**src/rtl/fp_align_if.sv**
```systemverilog
// fp_align_if: operand-in / aligned-pair-out handshake bus of the align stage
//   in_valid/in_ready   operand pair handshake, in_a/in_b IEEE half operands
//   out_valid/out_ready aligned pair handshake toward the adder
//   out_a/out_b         two's-complement aligned mantissas (MW bits)
//   out_exp             common exponent, out_special Inf/NaN seen
interface fp_align_if #(parameter int MW = 15);
    logic          in_valid;
    logic          in_ready;
    logic [15:0]   in_a;
    logic [15:0]   in_b;
    logic          out_valid;
    logic          out_ready;
    logic [MW-1:0] out_a;
    logic [MW-1:0] out_b;
    logic [4:0]    out_exp;
    logic          out_special;
    modport slave (
        input  in_valid, in_a, in_b, out_ready,
        output in_ready, out_valid, out_a, out_b, out_exp, out_special
    );
    modport master (
        output in_valid, in_a, in_b, out_ready,
        input  in_ready, out_valid, out_a, out_b, out_exp, out_special
    );
endinterface

```
**src/rtl/fp_align_stage.sv**
```systemverilog
// fp_align_stage: aligns two half-precision operands for a ripple-carry adder
//   clk, rst  clock and synchronous active-high reset
//   bus       fp_align_if slave: operand pair in, aligned two's-complement pair,
//             common exponent and special flag out
module fp_align_stage #(
    parameter int MW     = 15,
    parameter int MAX_SH = 14
) (
    input logic       clk,
    input logic       rst,
    fp_align_if.slave bus
);
    localparam logic [1:0] IDLE  = 2'd0;
    localparam logic [1:0] CMP   = 2'd1;
    localparam logic [1:0] SHIFT = 2'd2;
    localparam logic [1:0] DONE  = 2'd3;

    logic [1:0]    state;
    logic [15:0]   a_r, b_r;
    logic [14:0]   m_big, m_small;
    logic          s_big, s_small, special;
    logic [4:0]    e_big, d;
    logic [MW-1:0] oa, ob;
    logic [4:0]    oe;
    logic          osp;

    logic [4:0]  xa, xb, diff, dcap, f_e;
    logic [14:0] ma, mb, sh, f_big, f_small;
    logic        a_big, is_sp, at_cmp, f_sb, f_ss, f_sp, done_nx;

    function automatic logic [MW-1:0] tc(input logic [14:0] m, input logic s);
        tc = s ? ~MW'(m) + MW'(1) : MW'(m);
    endfunction

    // subnormals use effective exponent 1 with no hidden bit
    assign xa    = (a_r[14:10] == 5'd0) ? 5'd1 : a_r[14:10];
    assign xb    = (b_r[14:10] == 5'd0) ? 5'd1 : b_r[14:10];
    assign ma    = {1'b0, |a_r[14:10], a_r[9:0], 3'b000};
    assign mb    = {1'b0, |b_r[14:10], b_r[9:0], 3'b000};
    assign a_big = xa >= xb;
    assign diff  = a_big ? xa - xb : xb - xa;
    assign dcap  = (diff > 5'(MAX_SH)) ? 5'(MAX_SH) : diff;
    assign is_sp = (&a_r[14:10]) | (&b_r[14:10]);
    // one-bit right shift, folding the bits leaving bit0 into a sticky bit0
    assign sh    = {1'b0, m_small[14:2], m_small[1] | m_small[0]};

    // values presented to the output registers: straight from the compare
    // when no shift is needed, otherwise from the final shift step
    assign at_cmp  = state == CMP;
    assign f_big   = at_cmp ? (a_big ? ma : mb) : m_big;
    assign f_small = at_cmp ? (a_big ? mb : ma) : sh;
    assign f_sb    = at_cmp ? (a_big ? a_r[15] : b_r[15]) : s_big;
    assign f_ss    = at_cmp ? (a_big ? b_r[15] : a_r[15]) : s_small;
    assign f_e     = at_cmp ? (a_big ? xa : xb) : e_big;
    assign f_sp    = at_cmp ? is_sp : special;
    assign done_nx = at_cmp ? (is_sp || dcap == 5'd0) : (state == SHIFT && d == 5'd1);

    always_ff @(posedge clk) begin
        if (rst) begin
            state   <= IDLE;
            a_r     <= '0;
            b_r     <= '0;
            m_big   <= '0;
            m_small <= '0;
            s_big   <= 1'b0;
            s_small <= 1'b0;
            e_big   <= '0;
            d       <= '0;
            special <= 1'b0;
            oa      <= '0;
            ob      <= '0;
            oe      <= '0;
            osp     <= 1'b0;
        end else begin
            case (state)
                IDLE: if (bus.in_valid) begin
                    a_r   <= bus.in_a;
                    b_r   <= bus.in_b;
                    state <= CMP;
                end
                CMP: begin
                    m_big   <= f_big;
                    m_small <= f_small;
                    s_big   <= f_sb;
                    s_small <= f_ss;
                    e_big   <= f_e;
                    d       <= dcap;
                    special <= is_sp;
                    state   <= done_nx ? DONE : SHIFT;
                end
                SHIFT: begin
                    m_small <= sh;
                    d       <= d - 5'd1;
                    if (done_nx) state <= DONE;
                end
                DONE: if (bus.out_ready) state <= IDLE;
            endcase
            if (done_nx) begin
                oa  <= f_sp ? '0 : tc(f_big, f_sb);
                ob  <= f_sp ? '0 : tc(f_small, f_ss);
                oe  <= f_sp ? 5'd31 : f_e;
                osp <= f_sp;
            end
        end
    end

    assign bus.in_ready    = state == IDLE;
    assign bus.out_valid   = state == DONE;
    assign bus.out_a       = oa;
    assign bus.out_b       = ob;
    assign bus.out_exp     = oe;
    assign bus.out_special = osp;
endmodule

```
**src/flat_wrapper.sv**
```systemverilog
// flat-port wrapper written by rule: the top's interface ports become plain ports
module fp_align_stage_flat 
#(
    parameter int MW     = 15,
    parameter int MAX_SH = 14
)
  (clk, rst, bus_in_valid, bus_in_a, bus_in_b, bus_out_ready, bus_in_ready, bus_out_valid, bus_out_a, bus_out_b, bus_out_exp, bus_out_special);
  fp_align_if #(.MW(MW)) bus_i ();
  input logic clk;
  input logic rst;
  input wire logic [$bits(bus_i.in_valid)-1:0] bus_in_valid;
  input wire logic [$bits(bus_i.in_a)-1:0] bus_in_a;
  input wire logic [$bits(bus_i.in_b)-1:0] bus_in_b;
  input wire logic [$bits(bus_i.out_ready)-1:0] bus_out_ready;
  output wire logic [$bits(bus_i.in_ready)-1:0] bus_in_ready;
  output wire logic [$bits(bus_i.out_valid)-1:0] bus_out_valid;
  output wire logic [$bits(bus_i.out_a)-1:0] bus_out_a;
  output wire logic [$bits(bus_i.out_b)-1:0] bus_out_b;
  output wire logic [$bits(bus_i.out_exp)-1:0] bus_out_exp;
  output wire logic [$bits(bus_i.out_special)-1:0] bus_out_special;
  assign bus_i.in_valid = bus_in_valid;
  assign bus_i.in_a = bus_in_a;
  assign bus_i.in_b = bus_in_b;
  assign bus_i.out_ready = bus_out_ready;
  assign bus_in_ready = bus_i.in_ready;
  assign bus_out_valid = bus_i.out_valid;
  assign bus_out_a = bus_i.out_a;
  assign bus_out_b = bus_i.out_b;
  assign bus_out_exp = bus_i.out_exp;
  assign bus_out_special = bus_i.out_special;
  fp_align_stage #(.MW(MW), .MAX_SH(MAX_SH)) u_core (.clk(clk), .rst(rst), .bus(bus_i));
endmodule
```
**config.mk**
```make
export PLATFORM = sky130hd
export DESIGN_NAME = fp_align_stage_flat
export DESIGN_NICKNAME = d
export VERILOG_FILES = /design/src/rtl/fp_align_if.sv /design/src/rtl/fp_align_stage.sv /design/src/flat_wrapper.sv
export SDC_FILE = /design/constraint.sdc
export NUM_CORES = 1
export LEC_CHECK = 0
export CORE_MARGIN = 5
export CORE_UTILIZATION = 60
export DETAILED_ROUTE_END_ITERATION = 10
export GPL_TIMING_DRIVEN = 0
export PLACE_DENSITY = 0.94
export SLEW_MARGIN = 5
export SYNTH_ARGS = -nofsm -noshare
export SYNTH_HDL_FRONTEND = slang
export SYNTH_SLANG_ARGS = --single-unit
```
**constraint.sdc**
```tcl
create_clock -name clk -period 6.8 [get_ports clk]
set_input_delay 1.36 -clock clk [delete_from_list [all_inputs] [get_ports clk]]
set_output_delay 1.36 -clock clk [all_outputs]
set_load 0.03 [all_outputs]
```
# After elaboration in Yosys (flattened, before gate mapping)
# Cells that the tools add are included.
# op_classes
shifts	0
multipliers	0
magnitude_cmp	2
mux	28
n_div	0
n_addsub	5
reduce_logical	13
bitwise	4
eq_ne	7
# ops
op	n
$mux 15	6
$mux 5	7
$add 15x1->15 const B	2
$not 15->15	2
$pmux 15 s2	1
$mux 14	2
$logic_not 5->1	3
$pmux 5 s2	1
$reduce_and 5->1	2
$reduce_or 5->1	2
$sub 5x5->5	2
$pmux 2 s4	1
$mux 1	7
$mux 2	3
$eq 5x1->1 const B	1
$ge 5x5->1	1
$gt 5x4->1 const B	1
$sub 5x1->5 const B	1
$eq 2x2->1 const B	2
$ne 2x2->1 const B	2
$reduce_and 3->1	1
$eq 2x1->1 const B	1
$logic_not 2->1	1
$ne 2x1->1 const B	1
5 further kinds	6
# totals
romBits	0
ramBits	0
latchBits	0
in_bits	36
elab_cells	73
ff_bits	113
output_inout_bits	38
memories	0

# Logic depth before layout (Yosys ltp)
# logic_depth
ltp_word	11
ltp_mapped	18
mapped_depth_nobuf	17

# Least setup slack after synthesis
# OpenSTA, ideal clock, no wires.
# synth_timing
path_type	register to register
from	register u_core.a_r[11]
to	register u_core.oa[10], in the netlist u_core.bus.out_a[10]
arrival_ns	3.433
setup_slack_ns	3.298
n_path_buf	2
required_time_ns	6.731
path_stages_with_launch	18
period_less_slack_ns	3.502
setup_ns	0.069
cell_sequence	dfxtp_1 > or4_1 > nor2_1 > nor2_1 > inv_1 > ha_1 > inv_1 > fa_1 > a21o_1 > a211oi_1 > a211oi_1 > a41oi_2 > and4_4 > a21boi_2 > or3b_1 > buf_6 > buf_6 > o21ai_1
# synth_via
elab_chain_len	9
elab_cells_between_ends	22
classes_between	add/sub (3); order compare (2); mux (11); bitwise (2); reduce/logical (4)
# synth_lines
element	line	source
from (decl)	fp_align_stage.sv:19	logic [15:0] a_r, b_r;
from (signal assigned)	fp_align_stage.sv:77	a_r <= bus.in_a;
$logic_not 5->1	fp_align_stage.sv:36	assign xa = (a_r[14:10] == 5'd0) ? 5'd1 : a_r[14:10];
$mux 5	fp_align_stage.sv:36	
$ge 5x5->1 / $sub 5x5->5 (equally long branches)	fp_align_stage.sv:40, fp_align_stage.sv:41	
$mux 14 / $mux 5 (equally long branches)	fp_align_stage.sv:50, fp_align_stage.sv:41	
$mux 15 / $gt 5x4->1 (equally long branches)	fp_align_stage.sv:50, fp_align_stage.sv:42	
$not 15->15 / $mux 5 (equally long branches)	fp_align_stage.sv:32, fp_align_stage.sv:42	
$add 15x1->15 / $logic_not 5->1 (equally long branches)	fp_align_stage.sv:32, fp_align_stage.sv:56	
$mux 15 / $logic_or 1x1->1 (equally long branches)	fp_align_stage.sv:32, fp_align_stage.sv:56	
$mux 15 / $mux 1 (equally long branches)	fp_align_stage.sv:99, fp_align_stage.sv:56	
to (signal assigned)	fp_align_stage.sv:99	oa <= f_sp ? '0 : tc(f_big, f_sb);
to (decl)	fp_align_stage.sv:23	logic [MW-1:0] oa, ob;
# Several ways; a longest one is shown, not always the timed one.
# A chain may end at the register's enable or synchronous reset.

# Worst setup path in the final report
# layout_timing
from	register u_core.a_r[11]
to	register u_core.ob[8], in the netlist u_core.bus.out_b[8]
# layout_via
elab_chain_len	9
elab_cells_between_ends	22
classes_between	add/sub (3); order compare (2); mux (11); bitwise (2); reduce/logical (4)
# layout_lines
element	line	source
$logic_not 5->1	fp_align_stage.sv:36	
$mux 5	fp_align_stage.sv:36	
$ge 5x5->1 / $sub 5x5->5 (equally long branches)	fp_align_stage.sv:40, fp_align_stage.sv:41	
$mux 14 / $mux 5 (equally long branches)	fp_align_stage.sv:51, fp_align_stage.sv:41	
$mux 15 / $gt 5x4->1 (equally long branches)	fp_align_stage.sv:51, fp_align_stage.sv:42	
$not 15->15 / $mux 5 (equally long branches)	fp_align_stage.sv:32, fp_align_stage.sv:42	
$add 15x1->15 / $logic_not 5->1 (equally long branches)	fp_align_stage.sv:32, fp_align_stage.sv:56	
$mux 15 / $logic_or 1x1->1 (equally long branches)	fp_align_stage.sv:32, fp_align_stage.sv:56	
$mux 15 / $mux 1 (equally long branches)	fp_align_stage.sv:100, fp_align_stage.sv:56	
to (signal assigned)	fp_align_stage.sv:100	ob <= f_sp ? '0 : tc(f_small, f_ss);
to (decl)	fp_align_stage.sv:23	
# Several ways; a longest one is shown, not always the timed one.

==> insert_results.sql <==
INSERT INTO impl_metrics (metric_group, metric, value, unit) VALUES
('status', 'outcome', 'finished, final reports clean', ''),
('synthesis', 'yosys.area_share.xor_xnor', '0.0409', ''),
('synthesis', 'largest_family_of_logic_cells_by_synthesized_area', 'simple AND/OR/NAND/NOR gates', ''),
('critical_path', 'cp_bufs_invs', '3', ''),
('clock_tree', 'holdBufCountCts', '0', ''),
('cells_and_area', 'flow.area_growth_from_synthesis', '18.3', '%'),
('cells_and_area', 'n_fill_cell', '771', ''),
('pwr', 'power.density_cell_area', '454', 'nW/um^2'),
('synthesis', 'synth_adder_area_share', '0.0424', ''),
('routing', 'dr.pass1.iters', '6', ''),
('global_routing', 'grt_antenna_before_repair', '0', ''),
('timing', 'max_slew_margin', '0.516', ''),
('synthesis', 'synth-seq-cells', '112', ''),
('worst_hold_path', 'min-delay-path-class', 'flop to flop', ''),
('timing', 'finalMaxSlewViolations', '0', ''),
('floorplan', 'num_rows', '36', ''),
('floorplan', 'die-area', '12000', 'um^2'),
('routing', 'drc', '0', ''),
('critical_path', 'worst_r2r_startpoint', 'u_core.a_r[11]', ''),
('cells_and_area', 'finalNonFillerCells', '980', ''),
('cells_and_area', 'finalNetCount', '897', ''),
('critical_path', 'cp_slowest_stage_delay', '0.54', 'ns'),
('global_routing', 'gr-total-overflow', '0', ''),
('cells_and_area', 'sequential_cell_area', '2240', 'um^2'),
('global_routing', 'globalRouteMet1Util', '0.375', ''),
('routing', 'routed-via-count', '5838', ''),
('global_routing', 'number_of_global_route_vias_before_repair', '5404', ''),
('timing', 'rsz0062_at_grt', 'no', ''),
('critical_path', 'timing.critical_path.required', '7.12', 'ns'),
('timing', 'max_slew.worst_pin.slew', '0.727', 'ns'),
('critical_path', 'critPathLaunch', 'u_core.a_r[11]', ''),
('job', 'drv.max_cap_violation_count', '0', ''),
('synthesis', 'synth_simple_gate_area_share', '0.218', ''),
('critical_path', 'crit_path_start_kind', 'flop', ''),
('cells_and_area', 'final_antenna_diode_count', '0', ''),
('timing', 'setup-violations-final', '0', ''),
('routing', 'detail-route-antenna-nets', '0', ''),
('timing', 'final_hold_violation_count', '0', ''),
('clock_tree', 'ctsHtreeMaxLevel', '3', ''),
('clock_tree', 'ctsResizeCount', '0', ''),
('pwr', 'cellLeakagePower', '2.64', 'nW'),
('routing', 'detail_route.vias_per_cell', '5.96', ''),
('synthesis', 'netlist_top_cells_area', 'dfxtp_1 (38%), nand2_1 (8.6%), a21oi_1 (5.5%)', ''),
('timing', 'period_needed', '4.19', 'ns'),
('synthesis', 'ys_async_sr_fraction', '0', ''),
('synthesis', 'post_synthesis_cells', '759', ''),
('synthesis', 'post_synthesis_cell_area', '5960', 'um^2'),
('global_routing', 'grt_pass1_wl', '26600', 'um'),
('routing', 'drt-total-wl', '16500', 'um'),
('synthesis', 'synth_compound_area_frac', '0.208', ''),
('synthesis', 'synth-edff-count', '0', ''),
('global_routing', 'global_routing_usage_summed_across_all_routing_layers', '0.282', ''),
('place', 'numPlacedInstances', '964', ''),
('global_routing', 'top_usage_layer', 'met2', ''),
('synthesis', 'synthDominantAreaCellType', 'dfxtp_1', ''),
('pwr', 'worst_ir_drop_vdd', '0.198', 'mV'),
('place', 'place.gp.congestion', '0.973', ''),
('critical_path', 'cp_cell_instances', 'or4_1, nor2_1, nor2_1, inv_1, ha_1, inv_1, fa_1, a21o_1, a21oi_1, a211o_1, a41oi_2, and4_4, a21o_1, nor2_2, clkbuf_1, nand2_1, o21ai_1', ''),
('floorplan', 'fp.coreArea', '9730', 'um^2'),
('global_routing', 'grt_start_max_net_pins', '20', ''),
('cells_and_area', 'drive_above_1_share', '0.0673', ''),
('timing', 'final_min_period_over_clock_period', '0.617', ''),
('critical_path', 'worstSetupPathDepth', '17', ''),
('global_routing', 'global_routing_usage_on_met2', '0.452', ''),
('global_routing', 'globalRouteMet3Util', '0.0452', ''),
('timing', 'skew_final', '0.0158', 'ns'),
('timing', 'max_clock_freq', '239', 'MHz'),
('critical_path', 'critPathArrivalTime', '4.51', 'ns'),
('synthesis', 'synthesis.area_per_instance', '7.86', 'um^2'),
('place', 'numPortBuffers', '72', ''),
('synthesis', 'ys_dominant_reg_cell', 'dfxtp_1', '');
-- worst min-delay path by stage --
stage	slack (ns)	start	endpoint	cells past startpoint
2_1_floorplan	0.43	u_core.d[4]	u_core.d[4]	2
3_3_place_gp	0.44	u_core.bus.out_a[8]	u_core.bus.out_a[8]	2
3_5_place_dp	0.44	u_core.bus.out_a[7]	u_core.bus.out_a[7]	2
4_1_cts	0.46	u_core.bus.out_a[12]	u_core.bus.out_a[12]	2
5_1_grt	0.47	u_core.bus.out_a[8]	u_core.bus.out_a[8]	2
6_report	0.45	u_core.bus.out_a[12]	u_core.bus.out_a[12]	2
-- worst reg2reg max path, delay by kind of cell, from the launching register on --
kind                       cells  cell delay (ns)
and+or+nand+nor                6             1.56
AOI/OAI and AO/OA              6             1.02
adders and majority gates      2             0.61
buffers and inverters          3             0.54
DFF                            1             0.39
-- state kept, by name (all words and copies together), names as in the netlist --
| register | flops |
|---|---|
| u_core.state | 2 |
| u_core.m_small | 14 |
| u_core.bus.out_a | 15 |
| u_core.s_big | 1 |
| u_core.bus.out_special | 1 |
| u_core.bus.out_exp | 5 |
| u_core.d | 5 |
| u_core.b_r | 16 |
| u_core.a_r | 16 |
| u_core.e_big | 5 |
| u_core.bus.out_b | 15 |
| u_core.s_small | 1 |
| u_core.special | 1 |
| u_core.m_big | 15 |
-- metrics by stage --
stage	worst slack (ns)	power, W	hold WS (ns)	area (um^2)
after detailed placement	2.69	0.00272	0.441	6850
after floorplan	3.30	0.00226	0.432	5960
after global placement	2.76	0.00268	0.435	6850
after global routing	2.35	0.00339	0.471	7050
after CTS	2.66	0.00314	0.455	7050
final	2.61	0.00320	0.450	7050
-- final cells by class --
| cell class | instances | area share |
|---|---|---|
| tap | 133 | 0.0236 |
| clock buffer | 10 | 0.0181 |
| buffer | 55 | 0.0362 |
| inverter | 25 | 0.0133 |
| timing repair buffer | 72 | 0.102 |
| clock inverter | 6 | 0.0105 |
| multi-input combinational | 567 | 0.478 |
| sequential | 112 | 0.318 |
-- Yosys cell counts, types with 3 or more instances --
master,number
nand2_1,136
dfxtp_1,112
nor2_1,70
a21oi_1,65
clkbuf_1,36
o21ai_0,36
o21ai_1,29
inv_1,25
mux2i_1,25
nand3_1,21
ha_1,17
a31oi_1,16
xnor2_1,15
nor3_1,11
xor2_1,11
nor2b_1,10
buf_2,9
nand2b_1,9
a311oi_1,7
o22a_1,6
a211oi_1,5
buf_1,5
buf_6,5
nand4_1,5
nor4_1,5
o31ai_1,5
a21o_1,4
and3_1,4
o21a_1,4
o21ai_2,4
a31o_2,3
-- cell families (layout without fill, tap and decap cells) --
| group | count (synthesis) | after routing |
|---|---|---|
| muxes | 30 | 30 |
| buffers and inverters | 80 | 168 |
| and+or+nand+nor | 290 | 290 |
| adders and majority gates | 19 | 19 |
| xor gates and xnor gates | 27 | 27 |
| DFF | 112 | 112 |
| AOI/OAI and AO/OA | 201 | 201 |
-- routing by layer --
| metal | up-vias | routed length (um) |
|---|---|---|
| li1 | 2783 | - |
| met1 | 2668 | 7000 |
| met2 | 340 | 7370 |
| met3 | 47 | 1570 |
| met4 | 0 | 530 |
| met5 | - | 0 |
-- where the power goes --
part           leakage (nW)  switching [W]  internal [W]
sequential            0.911      0.0000962      0.000778
combinational          1.62        0.00120      0.000720
clock                 0.102       0.000236      0.000176
Note: power is estimated with default switching activity, not from simulation.
